### config.mk
export PLATFORM = sky130hd
export DESIGN_NAME = game_event_scheduler
export DESIGN_NICKNAME = d
export VERILOG_FILES = /design/src/rtl/game_event_scheduler.sv
export SDC_FILE = /design/constraint.sdc
export NUM_CORES = 1
export LEC_CHECK = 0
export BUFFER_PORTS_ARGS = -buffer_cell sky130_fd_sc_hd__buf_2
export CORE_MARGIN = 1
export CORE_UTILIZATION = 55
export DETAILED_ROUTE_END_ITERATION = 6
export PLACE_DENSITY = 0.73
export SYNTH_ARGS = -nofsm -noshare
export SYNTH_HDL_FRONTEND = slang
export SYNTH_SLANG_ARGS = --single-unit
### constraint.sdc
create_clock -name clk_i -period 6.8 [get_ports clk_i]
set_input_delay 0.34 -clock clk_i [delete_from_list [all_inputs] [get_ports clk_i]]
set_output_delay 0.34 -clock clk_i [all_outputs]
set_load 0.01 [all_outputs]
### src/rtl/game_event_scheduler.sv
// game_event_scheduler: merges key strobes and timed gravity ticks into a FIFO for the game logic.
// Optional EVENT_SCHED_DOWN_RESYNC_EN: an accepted key EV_DOWN also restarts the gravity interval.
`ifndef EV_LEFT
`define EV_LEFT   3'd1
`endif
`ifndef EV_RIGHT
`define EV_RIGHT  3'd2
`endif
`ifndef EV_ROTATE
`define EV_ROTATE 3'd3
`endif
`ifndef EV_DOWN
`define EV_DOWN   3'd4
`endif
`ifndef EV_ENTER
`define EV_ENTER  3'd5
`endif
module game_event_scheduler #(
   parameter int DEPTH        = 4,
   parameter int GRAVITY_BASE = 25000000,
   parameter int GRAVITY_STEP = 2000000,
   parameter int GRAVITY_MIN  = 2500000,
   parameter int CNT_W        = 32
) (
   input  logic                     clk_i,
   input  logic                     rst_i,
   input  logic [2:0]               key_event_i,
   input  logic                     key_event_valid_i,
   input  logic                     game_active_i,
   input  logic [3:0]               level_i,
   output logic [2:0]               user_event_o,
   output logic                     user_event_ready_o,
   input  logic                     user_event_rd_req_i,
   output logic [$clog2(DEPTH):0]   fifo_level_o,
   output logic [7:0]               key_drop_cnt_o
);
   localparam int AW = $clog2(DEPTH);
   logic [2:0] mem [DEPTH];
   logic [AW-1:0] wr_ptr, rd_ptr, rd_next;
   logic [AW:0] occ_after_pop, occ_next;
   logic [CNT_W-1:0] cnt, prod, diff, period;
   logic [2:0] wdata;
   logic pending, tick, pop, space, key_push, grav_push, push, resync;
   always_comb begin
      prod = CNT_W'(level_i) * CNT_W'(GRAVITY_STEP);
      diff = CNT_W'(GRAVITY_BASE) - prod;
      period = (prod > CNT_W'(GRAVITY_BASE) || diff < CNT_W'(GRAVITY_MIN)) ? CNT_W'(GRAVITY_MIN) : diff;
      tick = cnt >= period - CNT_W'(1);
      pop = user_event_rd_req_i && user_event_ready_o;
      space = (fifo_level_o < (AW+1)'(DEPTH)) || pop;
      key_push = key_event_valid_i && space;
      grav_push = !key_event_valid_i && pending && space;
      push = key_push || grav_push;
      wdata = key_event_valid_i ? key_event_i : `EV_DOWN;
      occ_after_pop = fifo_level_o - (AW+1)'(pop);
      occ_next = occ_after_pop + (AW+1)'(push);
      rd_next = rd_ptr + AW'(pop);
   end
`ifdef EVENT_SCHED_DOWN_RESYNC_EN
   assign resync = key_push && key_event_i == `EV_DOWN;
`else
   assign resync = 1'b0;
`endif
   always_ff @(posedge clk_i) begin
      if (push) mem[wr_ptr] <= wdata;
   end
   // Head register is loaded from the incoming word when the FIFO is empty after the pop.
   always_ff @(posedge clk_i) begin
      if (rst_i) begin
         cnt <= '0;
         pending <= 1'b0;
         wr_ptr <= '0;
         rd_ptr <= '0;
         fifo_level_o <= '0;
         user_event_ready_o <= 1'b0;
         user_event_o <= 3'd0;
         key_drop_cnt_o <= 8'd0;
      end else begin
         if (!game_active_i || resync) begin
            cnt <= '0;
            pending <= 1'b0;
         end else begin
            cnt <= tick ? '0 : cnt + CNT_W'(1);
            pending <= tick || (pending && !grav_push);
         end
         if (push) wr_ptr <= wr_ptr + AW'(1);
         rd_ptr <= rd_next;
         fifo_level_o <= occ_next;
         user_event_ready_o <= occ_next != '0;
         if (occ_next != '0) user_event_o <= (occ_after_pop == '0) ? wdata : mem[rd_next];
         if (key_event_valid_i && !space && key_drop_cnt_o != 8'hFF) key_drop_cnt_o <= key_drop_cnt_o + 8'd1;
      end
   end
endmodule
# After elaboration in Yosys (flattened, before gate mapping)
# Memories as Yosys holds them, arrays and structs flattened.
# Cells that the tools add are included.
dict set report word_totals {
  output_inout_bits 15
  ff_bits 52
  ramBits 12
  elab_cells 47
  input_bits 12
  n_memories 1
}
dict set report op_classes {
  bitwise_logic 1
  order_cmp 4
  n_mux 5
  n_reduce_logical 18
  eq_ne 1
  multipliers 1
  add_sub_neg 8
}
# name words word_bits read_ports rd_clocked_by_memory_dff wr line
set mem_list {}
lappend mem_list {mem 4 3 1 0 1 38} ;# logic [2:0] mem [DEPTH];
# operator count
set ops {}
lappend ops {{32-bit by 1-bit adder with 32-bit output, second input constant} 1}
lappend ops {{32-bit >= comparator} 1}
lappend ops {{32-bit by 22-bit less-than comparator with 1-bit output, second input constant} 1}
lappend ops {{32-bit 2-to-1 mux} 1}
lappend ops {{32-bit by 1-bit subtractor with 32-bit output, second input constant} 1}
lappend ops {{25-bit by 25-bit subtractor with 26-bit output, first input constant} 1}
lappend ops {{25-bit > comparator, second input constant} 1}
lappend ops {{4-bit by 14-bit multiplier with 18-bit output, second input constant} 1}
lappend ops {{8-bit by 1-bit adder with 8-bit output, second input constant} 1}
lappend ops {{8-bit inequality test, second input constant} 1}
lappend ops {{1-bit logical AND} 7}
lappend ops {{3-bit 2-to-1 mux} 2}
lappend ops {{1-bit logical OR} 4}
lappend ops {{3-bit by 1-bit adder with 3-bit output} 1}
lappend ops {{1-bit zero test} 3}
lappend ops {{3-bit zero test} 1}
lappend ops {{3-bit less-than comparator, second input constant} 1}
lappend ops {{3-bit nonzero test} 1}
lappend ops {{3-bit OR reduction} 1}
lappend ops {{3-bit by 1-bit subtractor with 3-bit output} 1}
lappend ops {{2-bit by 1-bit adder with 2-bit output} 1}
lappend ops {{2-bit by 1-bit adder with 2-bit output, second input constant} 1}
lappend ops {{1-bit 2-to-1 mux} 2}
lappend ops {{2-bit OR reduction} 1}
lappend ops {{1-bit NOT} 1}

# Depth between registers and ports, before layout
dict set report depth {
  ltp_word 8
  mapped_depth 23
  ltp_nobuf 20
}

# Least setup slack after synthesis
# OpenSTA, ideal clock, no wires.
dict set report synth_path {
  kind {input to register}
  from {in level_i[1]}
  to {reg cnt[19]}
  slack_ns 1.366
  path_stages 23
  n_path_buf 3
  required_time_ns 6.735
  arrival_time_ns 5.369
  cell_sequence {fa_1 > inv_1 > fa_1 > inv_1 > ha_1 > a21o_1 > a21oi_1 > nor3_1 > or3b_2 > o21ba_1 > o21a_1 > buf_2 > o211ai_1 > ha_1 > a21o_1 > a21o_1 > a211o_1 > o211ai_1 > a21oi_1 > or3_1 > clkbuf_1 > clkbuf_1 > nor2_1}
}
dict set report synth_via {
  elab_chain_len 8
}
# item line
set synth_rtl {}
lappend synth_rtl {{start, declared} 30} ;# input logic [3:0] level_i,
lappend synth_rtl {{4-bit by 14-bit multiplier with 18-bit output (*)} 45} ;# prod = CNT_W'(level_i) * CNT_W'(GRAVITY_STEP);
lappend synth_rtl {{25-bit by 25-bit subtractor with 26-bit output} 46} ;# diff = CNT_W'(GRAVITY_BASE) - prod;
lappend synth_rtl {{32-bit by 22-bit less-than comparator with 1-bit output} 47} ;# period = (prod > CNT_W'(GRAVITY_BASE) || diff < CNT_W'(GRAVITY_MIN)) ? CNT_W'(GRAVITY_MIN) : diff;
lappend synth_rtl {{1-bit logical OR} 47}
lappend synth_rtl {{32-bit 2-to-1 mux (*)} 47}
lappend synth_rtl {{32-bit by 1-bit subtractor with 32-bit output (*)} 48} ;# tick = cnt >= period - CNT_W'(1);
lappend synth_rtl {{32-bit >= comparator (*)} 48}
lappend synth_rtl {{3-bit OR reduction (no source line) (*)} --}
lappend synth_rtl {{end signal, assigned} 83} ;# cnt <= tick ? '0 : cnt + CNT_W'(1);
lappend synth_rtl {{end, declared} 41} ;# logic [CNT_W-1:0] cnt, prod, diff, period;
# Every way passes the cells marked *; elsewhere a longest branch is shown, timed or not.
# A chain may end at the register's enable or synchronous reset.

# Final worst setup path
dict set report layout_path {
  from {in level_i[1]}
  to {reg cnt[20]}
}
# The elaborated chain is that of the path after synthesis.

==> flow_metrics.env <==
export IMPL_status="finished, final reports clean"
export IMPL_share_comb_of_total_power_pct=45.1
export IMPL_route_detailed_wl_per_inst_um=14.14
export IMPL_dpl_cell_area_um2=4777
export IMPL_clock_tree_from_tritoncts="built"
export IMPL_slew_limit_headroom_pct=58.61
export IMPL_postCtsResizedCells=0
export IMPL_design_final_nets=606
export IMPL_drt_first_iter_violations=99
export IMPL_route_met3_wl_um=322
export IMPL_total_switching_power_w=0.0005088
export IMPL_wl_met1_um=4544
export IMPL_n_fill_cell=665
export IMPL_ys_seq_elements=64
export IMPL_yosys_area_top_type_share_pct=22.73
export IMPL_share_of_final_layout_standard_cells_stronger_than_drive_strength_1_pct=10.41
export IMPL_cp_cell_instances="buf_2, inv_1, ha_1, fa_1, fa_1, a21o_1, a21oi_1, nor3_1, or3b_2, o21ba_1, o21a_1, o21ai_0, ha_1, a21o_1, a21o_1, a21oi_1, o21ai_1, a211o_1, or3_1, buf_4, nor2_1"
export IMPL_synth_top_cells_by_area="sky130_fd_sc_hd__dfxtp_1 (23%), sky130_fd_sc_hd__ha_1 (15%), sky130_fd_sc_hd__edfxtp_1 (7.9%), sky130_fd_sc_hd__xnor2_1 (6.5%), sky130_fd_sc_hd__nor2_1 (6.1%)"
export IMPL_netlist_top_cell_by_area="sky130_fd_sc_hd__dfxtp_1"
export IMPL_postCtsHoldBufs=0
export IMPL_cp_buffers_inverters=3
export IMPL_drt_drc_violations_left=0
export IMPL_clock_latency_late_sink_ns=0.35
export IMPL_synth_nets=583
export IMPL_postSynthAreaPerCell_um2=8.979
export IMPL_timing_hold_worst_class="input port to flip-flop"
export IMPL_fp_row_count=32
export IMPL_report_final_slew_viol_count=0
export IMPL_synth_seq_area_share_pct=30.60
export IMPL_power_density_nw_per_um2=266.3
export IMPL_regToRegStartpoint="cnt[0]"
export IMPL_dp_cells=624
export IMPL_worstSetupStartpoint="level_i[1]"
export IMPL_max_cap_viol_count=0
export IMPL_starting_utilization_of_the_core_area_pct=58.06
export IMPL_cts_htree_levels=3
export IMPL_cts_path_max_buffers=2
export IMPL_sequentialPowerShare_pct=33.7
export IMPL_power_switching_fraction_pct=38.68
export IMPL_synth_edf_count=12
export IMPL_rsz0062_at_grt="false"
export IMPL_critPathArrivalTime_ns=6.20
export IMPL_via_count_of_the_first_global_routing_pass=3308
export IMPL_grt_overflow_total=0
export IMPL_chipWidth_um=93.25
export IMPL_grt_pass1_wl_um=15480
export IMPL_cts_inserted_buffers=9
export IMPL_chipHeight_um=93.25
export IMPL_timing_critical_path_required_ns=7.08
export IMPL_synth_main_ff_cell="sky130_fd_sc_hd__dfxtp_1"
export IMPL_final_cell_area_um2=4940
export IMPL_crit_share_post_route_pct=87.01
export IMPL_layout_cells_non_filler=640
export IMPL_power_internal_w=0.0008066
export IMPL_cts_post_setup_buffers_inserted=0
export IMPL_antenna_found_initial=0
export IMPL_setup_violations=0
export IMPL_grt_use_total_pct=22.59
export IMPL_syn_instance_count=510
export IMPL_dp_hpwl_um=6978
export IMPL_yosys_warnings=0
export IMPL_vias_post_dr=3553
export IMPL_hold_viol=0
export IMPL_total_inserted_antenna_cells=0
export IMPL_ioPinCount=27
export IMPL_synthMostInstantiatedCell="sky130_fd_sc_hd__nor2_1"
export IMPL_vias_per_cell=5.552
export IMPL_drt_first_pass_iters=4
export IMPL_wl_met2_um=4052
export IMPL_critPathLaunchType="input port"
export IMPL_critical_path_endpoint_type="flip-flop"
export IMPL_ant_nets=0
export IMPL_finalWeightedCongestion=0.8267
export IMPL_critPathMaxFanout=32
export IMPL_post_route_util_pct=62.63
export IMPL_max_slew_worst_pin_slew_ns=0.6144
export IMPL_leakagePower_nw=2.075
export IMPL_fmaxAchievable_ghz=0.1690
export IMPL_worst_path_most_repeated_cell="sky130_fd_sc_hd__a21o_1"
export IMPL_master_of_the_slowest_instance_on_the_critical_path="sky130_fd_sc_hd__or3b_2"
export IMPL_clock_sinks=64
export IMPL_synthDistinctLibCells=54
export IMPL_crit_family="compound AO/OA/AOI/OAI gates"
export IMPL_maximum_number_of_pins_on_one_net_before_global_route_repair=33
export IMPL_synth_cells_most_frequent="sky130_fd_sc_hd__nor2_1 (74), sky130_fd_sc_hd__ha_1 (56), sky130_fd_sc_hd__dfxtp_1 (52)"
export IMPL_top_signal_layer_used="met4"
export IMPL_clk_pin_slew_worst_paths_ns=0.07
export IMPL_coreArea_um2=7888
export IMPL_crit_path_max_incr_delay_ns=0.61
export IMPL_relative_contribution_of_the_clock_network_to_total_power_pct=21.2
export IMPL_synth_async_sr_flop_share_pct=0
export IMPL_cts_root_buffer="sky130_fd_sc_hd__clkbuf_8"
export IMPL_area_delta_synth_final_pct=7.869
export IMPL_ir_drop_uv=131.5
export IMPL_worstHoldStart="game_active_i"
export IMPL_mappedNetlistArea_um2=4579
export IMPL_io_buffer_count=26
export IMPL_fp_dieArea_um2=8695
export IMPL_setup_worst_path_class="input port to flip-flop"
export IMPL_routed_wl_um=9052
export IMPL_finalWorstPathRequiredPeriod_ns=5.916
export IMPL_clock_skew_ns=0.007898
export IMPL_fin_setup_tns_ns=0
export IMPL_post_route_hold_slack_ns=0.2744
registers in the layout, summed over array words and instances, names as in the netlist:
| signal | cells |
|---|---|
| wr_ptr | 2 |
| user_event_ready_o | 1 |
| rd_ptr | 2 |
| fifo_level_o | 3 |
| cnt | 32 |
| pending | 1 |
| key_drop_cnt_o | 8 |
| mem | 12 |
| user_event_o | 3 |
final timing paths:
path	slack, ns	cells past startpoint	end
min reg2reg	0.47	1	cnt[0]
min	0.27	3	pending
max	0.88	21	cnt[20]
max reg2reg	4.17	9	cnt[20]
power groups by stage:
stage	sequential, W	clock (W)	combinational [W]
after global placement	0.000450	0	0.000571
final	0.000443	0.000278	0.000594
after global routing	0.000447	0.000306	0.000667
after detailed placement	0.000453	0	0.000587
after CTS	0.000444	0.000290	0.000592
after floorplan	0.000458	0	0.000471
cell type report:
cell class              instances  area [um2]  area share (%)
flip-flops and latches         64        1401           28.37
clock inverters                 6       35.03          0.7092
repair buffers                 27       137.6           2.786
well taps                     102       127.6           2.584
inverters                      20       75.07           1.520
clock buffers                  10       127.6           2.584
multi-input cells             411        3035           61.45
tightest hold or removal path, cell delays in order:
cell and delay, ns:
sky130_fd_sc_hd__buf_2 0.10, sky130_fd_sc_hd__nand2b_1 0.09, sky130_fd_sc_hd__a21oi_1 0.04
logic make-up after synthesis:
logic type               count (synthesis)  share of synthesized area [%]
multiplexers                            11                          3.251
adder cells (fa/ha/maj)                 61                          17.49
AO/OA/AOI/OAI                           91                          13.85
buffers and inverters                   35                          3.115
flip-flops                              64                          30.60
AND/OR/NAND/NOR                        187                          20.03
XOR/XNOR                                61                          11.67
cells in the final DEF, fill, tap and decap left out, types with 4 or more instances in the layout:
cell type,synthesis,final
sky130_fd_sc_hd__nand3_1,17,17
sky130_fd_sc_hd__nand4_1,15,15
sky130_fd_sc_hd__nor2_1,74,74
sky130_fd_sc_hd__a21o_1,10,10
sky130_fd_sc_hd__and2_1,9,9
sky130_fd_sc_hd__or3_1,6,6
sky130_fd_sc_hd__nor3_1,5,5
sky130_fd_sc_hd__buf_2,3,26
sky130_fd_sc_hd__clkinv_2,0,4
sky130_fd_sc_hd__o211ai_1,9,9
sky130_fd_sc_hd__xor2_1,27,27
sky130_fd_sc_hd__xnor2_1,34,34
sky130_fd_sc_hd__and3_1,10,10
sky130_fd_sc_hd__a211o_1,4,4
sky130_fd_sc_hd__nand2b_1,4,4
sky130_fd_sc_hd__a211oi_1,5,5
sky130_fd_sc_hd__fa_1,5,5
sky130_fd_sc_hd__edfxtp_1,12,12
sky130_fd_sc_hd__mux2i_1,7,7
sky130_fd_sc_hd__a21oi_1,19,19
sky130_fd_sc_hd__clkbuf_8,0,9
sky130_fd_sc_hd__inv_1,20,20
sky130_fd_sc_hd__o21ai_0,18,18
sky130_fd_sc_hd__o21ai_1,5,5
sky130_fd_sc_hd__nand2_1,26,26
sky130_fd_sc_hd__ha_1,56,56
sky130_fd_sc_hd__dfxtp_1,52,52
sky130_fd_sc_hd__nor2b_1,9,9
per-stage QoR:
| stage | worst slack [ns] | power (W) |
|---|---|---|
| global placement | 0.7078 | 0.001021 |
| CTS | 0.9076 | 0.001327 |
| floorplan | 1.366 | 0.0009294 |
| global route | 0.5120 | 0.001420 |
| detailed placement | 0.5350 | 0.001040 |
| finish | 0.8836 | 0.001315 |
per-layer routing:
metal | GRT usage, % | vias to the layer above
li1 | - | 1848
met1 | 30.82 | 1637
met2 | 35.17 | 53
met3 | 5.854 | 15
met4 | 6.667 | 0
met5 | 0 | -
Note: power is estimated with default switching activity, not from simulation.
